### config.mk
export PLATFORM = sky130hd
export DESIGN_NAME = time_of_day_counter_flat
export DESIGN_NICKNAME = d
export VERILOG_FILES = /design/src/rtl/time_of_day_counter_if.sv /design/src/rtl/time_of_day_counter.sv /design/src/flat_wrapper.sv
export SDC_FILE = /design/constraint.sdc
export NUM_CORES = 1
export LEC_CHECK = 0
export ABC_CLOCK_PERIOD_IN_PS = 4800
export CAP_MARGIN = 20
export CELL_PAD_IN_SITES_DETAIL_PLACEMENT = 1
export CELL_PAD_IN_SITES_GLOBAL_PLACEMENT = 1
export CORE_UTILIZATION = 35
export DETAILED_ROUTE_END_ITERATION = 8
export PLACE_DENSITY_LB_ADDON = 0.05
export SKIP_LAST_GASP = 1
export SYNTH_ARGS = -nofsm -noshare
export SYNTH_HDL_FRONTEND = slang
export SYNTH_SLANG_ARGS = --single-unit
### constraint.sdc
create_clock -name Clk -period 4.8 [get_ports Clk]
set_input_delay 0.96 -clock Clk [delete_from_list [all_inputs] [get_ports Clk]]
set_output_delay 0.96 -clock Clk [all_outputs]
set_load 0.1 [all_outputs]
### src/rtl/time_of_day_counter_if.sv
// Time-of-day counter bus: load, set and timebase controls in,
// BCD time and carry/error pulses out.
interface time_of_day_counter_if;
    logic       Tick;
    logic       LD;
    logic [1:0] IN_HR_T;
    logic [3:0] IN_HR_U;
    logic [2:0] IN_MIN_T;
    logic [3:0] IN_MIN_U;
    logic       Set_En;
    logic [1:0] Set_Sel;
    logic       Set_Inc;
    logic [1:0] HR_T;
    logic [3:0] HR_U;
    logic [2:0] MIN_T;
    logic [3:0] MIN_U;
    logic [2:0] SEC_T;
    logic [3:0] SEC_U;
    logic       Min_Carry;
    logic       Day_Carry;
    logic       Ld_Err;

    modport master (
        output Tick, LD, IN_HR_T, IN_HR_U, IN_MIN_T, IN_MIN_U,
        output Set_En, Set_Sel, Set_Inc,
        input  HR_T, HR_U, MIN_T, MIN_U, SEC_T, SEC_U,
        input  Min_Carry, Day_Carry, Ld_Err
    );

    modport slave (
        input  Tick, LD, IN_HR_T, IN_HR_U, IN_MIN_T, IN_MIN_U,
        input  Set_En, Set_Sel, Set_Inc,
        output HR_T, HR_U, MIN_T, MIN_U, SEC_T, SEC_U,
        output Min_Carry, Day_Carry, Ld_Err
    );
endinterface

### src/rtl/time_of_day_counter.sv
// BCD 24h time-of-day counter with Tick prescaler, load and manual set.
// Ports: Clk, Clr (async active-low), bus (slave: controls in, time/pulses out).
module time_of_day_counter #(
    parameter int TICKS_PER_SEC = 1
) (
    input logic                  Clk,
    input logic                  Clr,
    time_of_day_counter_if.slave bus
);
    localparam logic [9:0] PMAX = 10'(TICKS_PER_SEC - 1);

    logic [1:0] hr_t_q, hr_t_d;
    logic [3:0] hr_u_q, hr_u_d;
    logic [2:0] min_t_q, min_t_d;
    logic [3:0] min_u_q, min_u_d;
    logic [2:0] sec_t_q, sec_t_d;
    logic [3:0] sec_u_q, sec_u_d;
    logic [9:0] pre_q, pre_d;
    logic       mc_q, mc_d;
    logic       dc_q, dc_d;
    logic       le_q, le_d;

    logic sec59, min59, hr23, ld_ok;
    logic do_ld, do_set, do_tick;

    function automatic logic [6:0] inc60(input logic [2:0] t,
                                         input logic [3:0] u);
        if (u == 4'd9)
            inc60 = (t == 3'd5) ? 7'd0 : {t + 3'd1, 4'd0};
        else
            inc60 = {t, u + 4'd1};
    endfunction

    function automatic logic [5:0] inc24(input logic [1:0] t,
                                         input logic [3:0] u);
        if (t == 2'd2 && u == 4'd3)
            inc24 = 6'd0;
        else if (u == 4'd9)
            inc24 = {t + 2'd1, 4'd0};
        else
            inc24 = {t, u + 4'd1};
    endfunction

    assign sec59 = (sec_t_q == 3'd5) && (sec_u_q == 4'd9);
    assign min59 = (min_t_q == 3'd5) && (min_u_q == 4'd9);
    assign hr23  = (hr_t_q == 2'd2) && (hr_u_q == 4'd3);

    assign ld_ok = (bus.IN_HR_T <= 2'd2) && (bus.IN_HR_U <= 4'd9)
                && !(bus.IN_HR_T == 2'd2 && bus.IN_HR_U > 4'd3)
                && (bus.IN_MIN_T <= 3'd5) && (bus.IN_MIN_U <= 4'd9);

    assign do_ld   = bus.LD;
    assign do_set  = !bus.LD && bus.Set_En;
    assign do_tick = !bus.LD && !bus.Set_En && bus.Tick;

    always_comb begin
        hr_t_d  = hr_t_q;
        hr_u_d  = hr_u_q;
        min_t_d = min_t_q;
        min_u_d = min_u_q;
        sec_t_d = sec_t_q;
        sec_u_d = sec_u_q;
        pre_d   = pre_q;
        mc_d    = 1'b0;
        dc_d    = 1'b0;
        le_d    = 1'b0;
        unique case (1'b1)
            do_ld: begin
                if (ld_ok) begin
                    hr_t_d  = bus.IN_HR_T;
                    hr_u_d  = bus.IN_HR_U;
                    min_t_d = bus.IN_MIN_T;
                    min_u_d = bus.IN_MIN_U;
                    sec_t_d = 3'd0;
                    sec_u_d = 4'd0;
                    pre_d   = 10'd0;
                end else begin
                    le_d = 1'b1;
                end
            end
            do_set: begin
                // Manual set wraps inside the field only; prescaler frozen.
                if (bus.Set_Inc) begin
                    unique case (bus.Set_Sel)
                        2'b00: {sec_t_d, sec_u_d} = inc60(sec_t_q, sec_u_q);
                        2'b01: {min_t_d, min_u_d} = inc60(min_t_q, min_u_q);
                        2'b10: {hr_t_d, hr_u_d} = inc24(hr_t_q, hr_u_q);
                        default: ;
                    endcase
                end
            end
            do_tick: begin
                if (pre_q == PMAX) begin
                    pre_d = 10'd0;
                    {sec_t_d, sec_u_d} = inc60(sec_t_q, sec_u_q);
                    if (sec59) begin
                        {min_t_d, min_u_d} = inc60(min_t_q, min_u_q);
                        if (min59) begin
                            {hr_t_d, hr_u_d} = inc24(hr_t_q, hr_u_q);
                            mc_d = 1'b1;
                            dc_d = hr23;
                        end
                    end
                end else begin
                    pre_d = pre_q + 10'd1;
                end
            end
            default: ;
        endcase
    end

    always_ff @(posedge Clk or negedge Clr) begin
        if (!Clr) begin
            hr_t_q  <= '0;
            hr_u_q  <= '0;
            min_t_q <= '0;
            min_u_q <= '0;
            sec_t_q <= '0;
            sec_u_q <= '0;
            pre_q   <= '0;
            mc_q    <= 1'b0;
            dc_q    <= 1'b0;
            le_q    <= 1'b0;
        end else begin
            hr_t_q  <= hr_t_d;
            hr_u_q  <= hr_u_d;
            min_t_q <= min_t_d;
            min_u_q <= min_u_d;
            sec_t_q <= sec_t_d;
            sec_u_q <= sec_u_d;
            pre_q   <= pre_d;
            mc_q    <= mc_d;
            dc_q    <= dc_d;
            le_q    <= le_d;
        end
    end

    assign bus.HR_T      = hr_t_q;
    assign bus.HR_U      = hr_u_q;
    assign bus.MIN_T     = min_t_q;
    assign bus.MIN_U     = min_u_q;
    assign bus.SEC_T     = sec_t_q;
    assign bus.SEC_U     = sec_u_q;
    assign bus.Min_Carry = mc_q;
    assign bus.Day_Carry = dc_q;
    assign bus.Ld_Err    = le_q;
endmodule

### src/flat_wrapper.sv
// flat-port wrapper written by rule: the top's interface ports become plain ports
module time_of_day_counter_flat 
#(
    parameter int TICKS_PER_SEC = 1
)
  (Clk, Clr, bus_Tick, bus_LD, bus_IN_HR_T, bus_IN_HR_U, bus_IN_MIN_T, bus_IN_MIN_U, bus_Set_En, bus_Set_Sel, bus_Set_Inc, bus_HR_T, bus_HR_U, bus_MIN_T, bus_MIN_U, bus_SEC_T, bus_SEC_U, bus_Min_Carry, bus_Day_Carry, bus_Ld_Err);
  time_of_day_counter_if bus_i ();
  input logic Clk;
  input logic Clr;
  input wire logic [$bits(bus_i.Tick)-1:0] bus_Tick;
  input wire logic [$bits(bus_i.LD)-1:0] bus_LD;
  input wire logic [$bits(bus_i.IN_HR_T)-1:0] bus_IN_HR_T;
  input wire logic [$bits(bus_i.IN_HR_U)-1:0] bus_IN_HR_U;
  input wire logic [$bits(bus_i.IN_MIN_T)-1:0] bus_IN_MIN_T;
  input wire logic [$bits(bus_i.IN_MIN_U)-1:0] bus_IN_MIN_U;
  input wire logic [$bits(bus_i.Set_En)-1:0] bus_Set_En;
  input wire logic [$bits(bus_i.Set_Sel)-1:0] bus_Set_Sel;
  input wire logic [$bits(bus_i.Set_Inc)-1:0] bus_Set_Inc;
  output wire logic [$bits(bus_i.HR_T)-1:0] bus_HR_T;
  output wire logic [$bits(bus_i.HR_U)-1:0] bus_HR_U;
  output wire logic [$bits(bus_i.MIN_T)-1:0] bus_MIN_T;
  output wire logic [$bits(bus_i.MIN_U)-1:0] bus_MIN_U;
  output wire logic [$bits(bus_i.SEC_T)-1:0] bus_SEC_T;
  output wire logic [$bits(bus_i.SEC_U)-1:0] bus_SEC_U;
  output wire logic [$bits(bus_i.Min_Carry)-1:0] bus_Min_Carry;
  output wire logic [$bits(bus_i.Day_Carry)-1:0] bus_Day_Carry;
  output wire logic [$bits(bus_i.Ld_Err)-1:0] bus_Ld_Err;
  assign bus_i.Tick = bus_Tick;
  assign bus_i.LD = bus_LD;
  assign bus_i.IN_HR_T = bus_IN_HR_T;
  assign bus_i.IN_HR_U = bus_IN_HR_U;
  assign bus_i.IN_MIN_T = bus_IN_MIN_T;
  assign bus_i.IN_MIN_U = bus_IN_MIN_U;
  assign bus_i.Set_En = bus_Set_En;
  assign bus_i.Set_Sel = bus_Set_Sel;
  assign bus_i.Set_Inc = bus_Set_Inc;
  assign bus_HR_T = bus_i.HR_T;
  assign bus_HR_U = bus_i.HR_U;
  assign bus_MIN_T = bus_i.MIN_T;
  assign bus_MIN_U = bus_i.MIN_U;
  assign bus_SEC_T = bus_i.SEC_T;
  assign bus_SEC_U = bus_i.SEC_U;
  assign bus_Min_Carry = bus_i.Min_Carry;
  assign bus_Day_Carry = bus_i.Day_Carry;
  assign bus_Ld_Err = bus_i.Ld_Err;
  time_of_day_counter #(.TICKS_PER_SEC(TICKS_PER_SEC)) u_core (.Clk(Clk), .Clr(Clr), .bus(bus_i));
endmodule
==> impl_metrics.py <==
metrics = {
    "worst_setup_path": {
        "cp_cell_sequence": "clkdlybuf4s50_1, or4b_1, or4_4, a211o_1, nor3b_4, mux2_4",
        "cpMaxStageDelayCell": "or4b_1",
        "max_stage_delay_ps": 560,
        "endpoint_kind": "flop",
        "r2r_slack_ps": 1960,
        "r2r-start": "u_core.pre_q[0]$_DFFE_PN0P_",
        "r2r_cells": 7,
        "cp.arrival_ps": 3600,
        "criticalPathCategory": "input pin to flop",
        "path_max_fanout": 10,
        "r2r-end": "u_core.bus.MIN_T[2]$_DFFE_PN0P_",
        "cp-start-kind": "input pin",
        "required_ps": 4970,
    },
    "cts": {
        "cts_buffers": 5,
        "clock_latency_ps": 280,
        "cts_setup_buffers": 0,
        "cts_hold_buffers": 0,
        "cts_num_sinks": 33,
        "cts_tree": "yes",
        "htree_levels": 2,
        "clock_path_buffers": 2,
        "clk_pin_slew_worst_paths_ps": 70,
        "cts_resized": 0,
        "clockRootBuffer": "clkbuf_8",
    },
    "yosys": {
        "synth_compound_area_frac": 0.238,
        "synth_top_family_by_area": "compound AO/OA/AOI/OAI gates",
        "ys_warn_count": 0,
        "ys_ff_latch": 33,
        "ys.flop_type": "dfrtp_1",
        "synth_cell_types": 52,
        "ys_top_cells_by_area": "dfrtp_1 40%, o21ai_0 5.8%, ha_1 4.2%",
        "synth_mux_area_frac": 0.0543,
        "synthAdderAreaFrac": 0.0422,
        "synth_area_mm2": 0.00207,
        "yosys.area.top_type": "dfrtp_1",
        "synth-simple-area-share": 0.223,
        "synth_xor_area_frac": 0.00422,
        "synth_edf_count": 0,
        "synth.net_count": 256,
        "async_flop_share": 1.00,
        "seq_area_frac_synth": 0.398,
        "synth_top_area_frac": 0.398,
        "netlist_instances": 228,
        "post_synth.cell_area_avg_um2": 9.10,
    },
    "timing": {
        "fin_crit_sh": 0.715,
        "period_minus_slack_ps": 3430,
        "setup_slack_ps": 1370,
        "clock_skew_ps": 6.75,
        "tightest_slew_ps": 991,
        "fmax_mhz": 291,
        "relSlewSlack": 0.337,
        "hold_viol_final": 0,
        "finalMaxSlewViolations": 0,
        "setup_viol": 0,
        "finalSetupTns_ps": 0,
        "rsz0062_at_grt": "false",
    },
    "placement": {
        "placed_area_mm2": 0.00259,
        "gp_congestion": 0.795,
        "port_buffers": 43,
        "dp_hpwl_um": 4200,
        "placed_cells": 340,
        "dp_slack_ps": 1070,
    },
    "final_layout": {
        "finalInstanceArea_mm2": 0.00271,
        "fillers": 682,
        "fin_nets": 303,
        "multi_input_area_mm2": 0.00117,
        "fin_cells": 348,
        "syn_to_final_growth_pct": 30.5,
        "diodes": 0,
        "drive_above_1_share": 0.0761,
        "register_area_um2": 826,
    },
    "route": {
        "drcViolationCount": 0,
        "drt_iter0_markers": 117,
        "dr.pass1.iters": 4,
        "vias_per_cell": 5.62,
        "final_antenna_net_count": 0,
        "vias": 1955,
        "routed_wl_um": 5620,
        "wl_per_cell_um": 16.1,
    },
    "global_route": {
        "grt_max_degree": 34,
        "grt_pass1_wl_um": 10000,
        "track_usage": 0.205,
        "grt_pass1_vias": 1995,
        "grt_antenna_before_repair": 0,
        "grt-ovfl-total": 0,
    },
    "power": {
        "ir_worst_vdd_uv": 398,
        "power_density_mw_per_mm2": 474,
        "p_leak_uw": 0.00116,
    },
    "floorplanning": {
        "dieWidth_um": 79.0,
        "die-area_mm2": 0.00624,
        "ios": 44,
        "rows": 27,
        "core_region_area_mm2": 0.00561,
        "die_h_um": 79.0,
        "start_util": 0.370,
    },
    "run_status": {
        "outcome": "finished clean",
    },
    "hold_path": {
        "hold_path_class": "flop to flop",
        "worstHoldStart": "u_core.pre_q[9]$_DFFE_PN0P_",
        "hold_depth": 1,
        "hold_end": "u_core.pre_q[9]$_DFFE_PN0P_",
    },
    "flow_run": {
        "maxCapViolCount": 0,
    },
}
## sequential cells by signal, summed over array words and instances (netlist names)
| register | flops |
|---|---|
| u_core.pre_q | 10 |
| u_core.bus.HR_U | 4 |
| u_core.bus.MIN_U | 4 |
| u_core.bus.SEC_U | 4 |
| u_core.bus.MIN_T | 3 |
| u_core.bus.SEC_T | 3 |
| u_core.bus.HR_T | 2 |
| u_core.bus.Day_Carry | 1 |
| u_core.bus.Ld_Err | 1 |
| u_core.bus.Min_Carry | 1 |
## stage by stage
stage / power, uW / hold slack [ps] / util
global route: 1340 / 544 / 0.483
global placement: 1010 / 489 / 0.462
detailed placement: 1020 / 501 / 0.462
finish: 1280 / 501 / 0.483
floorplan: 851 / 453 / -
CTS: 1290 / 515 / 0.483
## worst max-delay path: cells and delay by family
family | cells | cell delay [ps]
compound gates | 1 | 480
buf+inv | 1 | 530
mux | 1 | 320
simple gates | 3 | 1310
## metal layers
layer	track usage	wire length [um]	vias up
met3	0.0402	262	7
met4	0.0455	47	0
met5	0	0	-
met2	0.317	2490	49
met1	0.293	2820	954
li1	-	-	945
## cells by family after synthesis
family,Yosys count
AND/OR/NAND/NOR,81
AO/OA/AOI/OAI,76
adder cells (fa/ha/maj),7
flip-flops,33
multiplexers,10
XOR/XNOR,1
buffers and inverters,20
## worst max path at each step
stage,slack (ps),endpoint,startpoint
finish,1370,u_core.bus.MIN_T[2]$_DFFE_PN0P_,bus_Set_En
global route,1240,u_core.bus.HR_U[3]$_DFFE_PN0P_,bus_Set_En
detailed placement,1070,u_core.bus.MIN_T[2]$_DFFE_PN0P_,bus_Set_En
global placement,1110,u_core.bus.MIN_T[2]$_DFFE_PN0P_,bus_Set_En
CTS,1370,u_core.bus.MIN_T[2]$_DFFE_PN0P_,bus_Set_En
floorplan,1660,u_core.bus.MIN_T[2]$_DFFE_PN0P_,bus_Set_En
## power breakdown
part           leakage [uW]  switching (uW)  internal [uW]
clock network     0.0000585             103            169
registers          0.000436            66.0            322
logic              0.000661             454            170
## area by class of cell
class                           count  area share
Clock buffer                        7      0.0319
Clock inverter                      1      0.0111
Inverter                           14      0.0194
Multi-Input combinational cell    175       0.432
Sequential cell                    33       0.305
Tap cell                           72      0.0333
Timing Repair Buffer               46       0.167
## cell usage in the layout, fill, tap and decap left out, drive strengths merged, types with 4 or more instances in the layout
cell type and count:
nand4 4, nor3b 4, nor2b 4, a21oi 9
nor3 4, nand3 6, ha 7, nor2 16
nand2 22, a31oi 4, inv 14, dfrtp 33
o31ai 11, and3 5, mux2 7, clkdlybuf4s50 43
clkbuf 7, a22o 4, o21ai 28
## Yosys cell counts, types with 3 or more instances
master / number
a21oi_1: 9
a22o_1: 4
a31oi_1: 4
and3_1: 4
clkbuf_1: 4
dfrtp_1: 33
ha_1: 7
inv_1: 14
mux2_1: 6
mux2i_1: 3
nand2_1: 22
nand3_1: 6
nand3b_1: 3
nand4_1: 4
nor2_1: 16
nor2b_1: 4
nor3_1: 4
o21ai_0: 24
o21ai_1: 4
o22ai_1: 3
o31ai_1: 11
No activity file was read; power rests on OpenSTA's default activity.
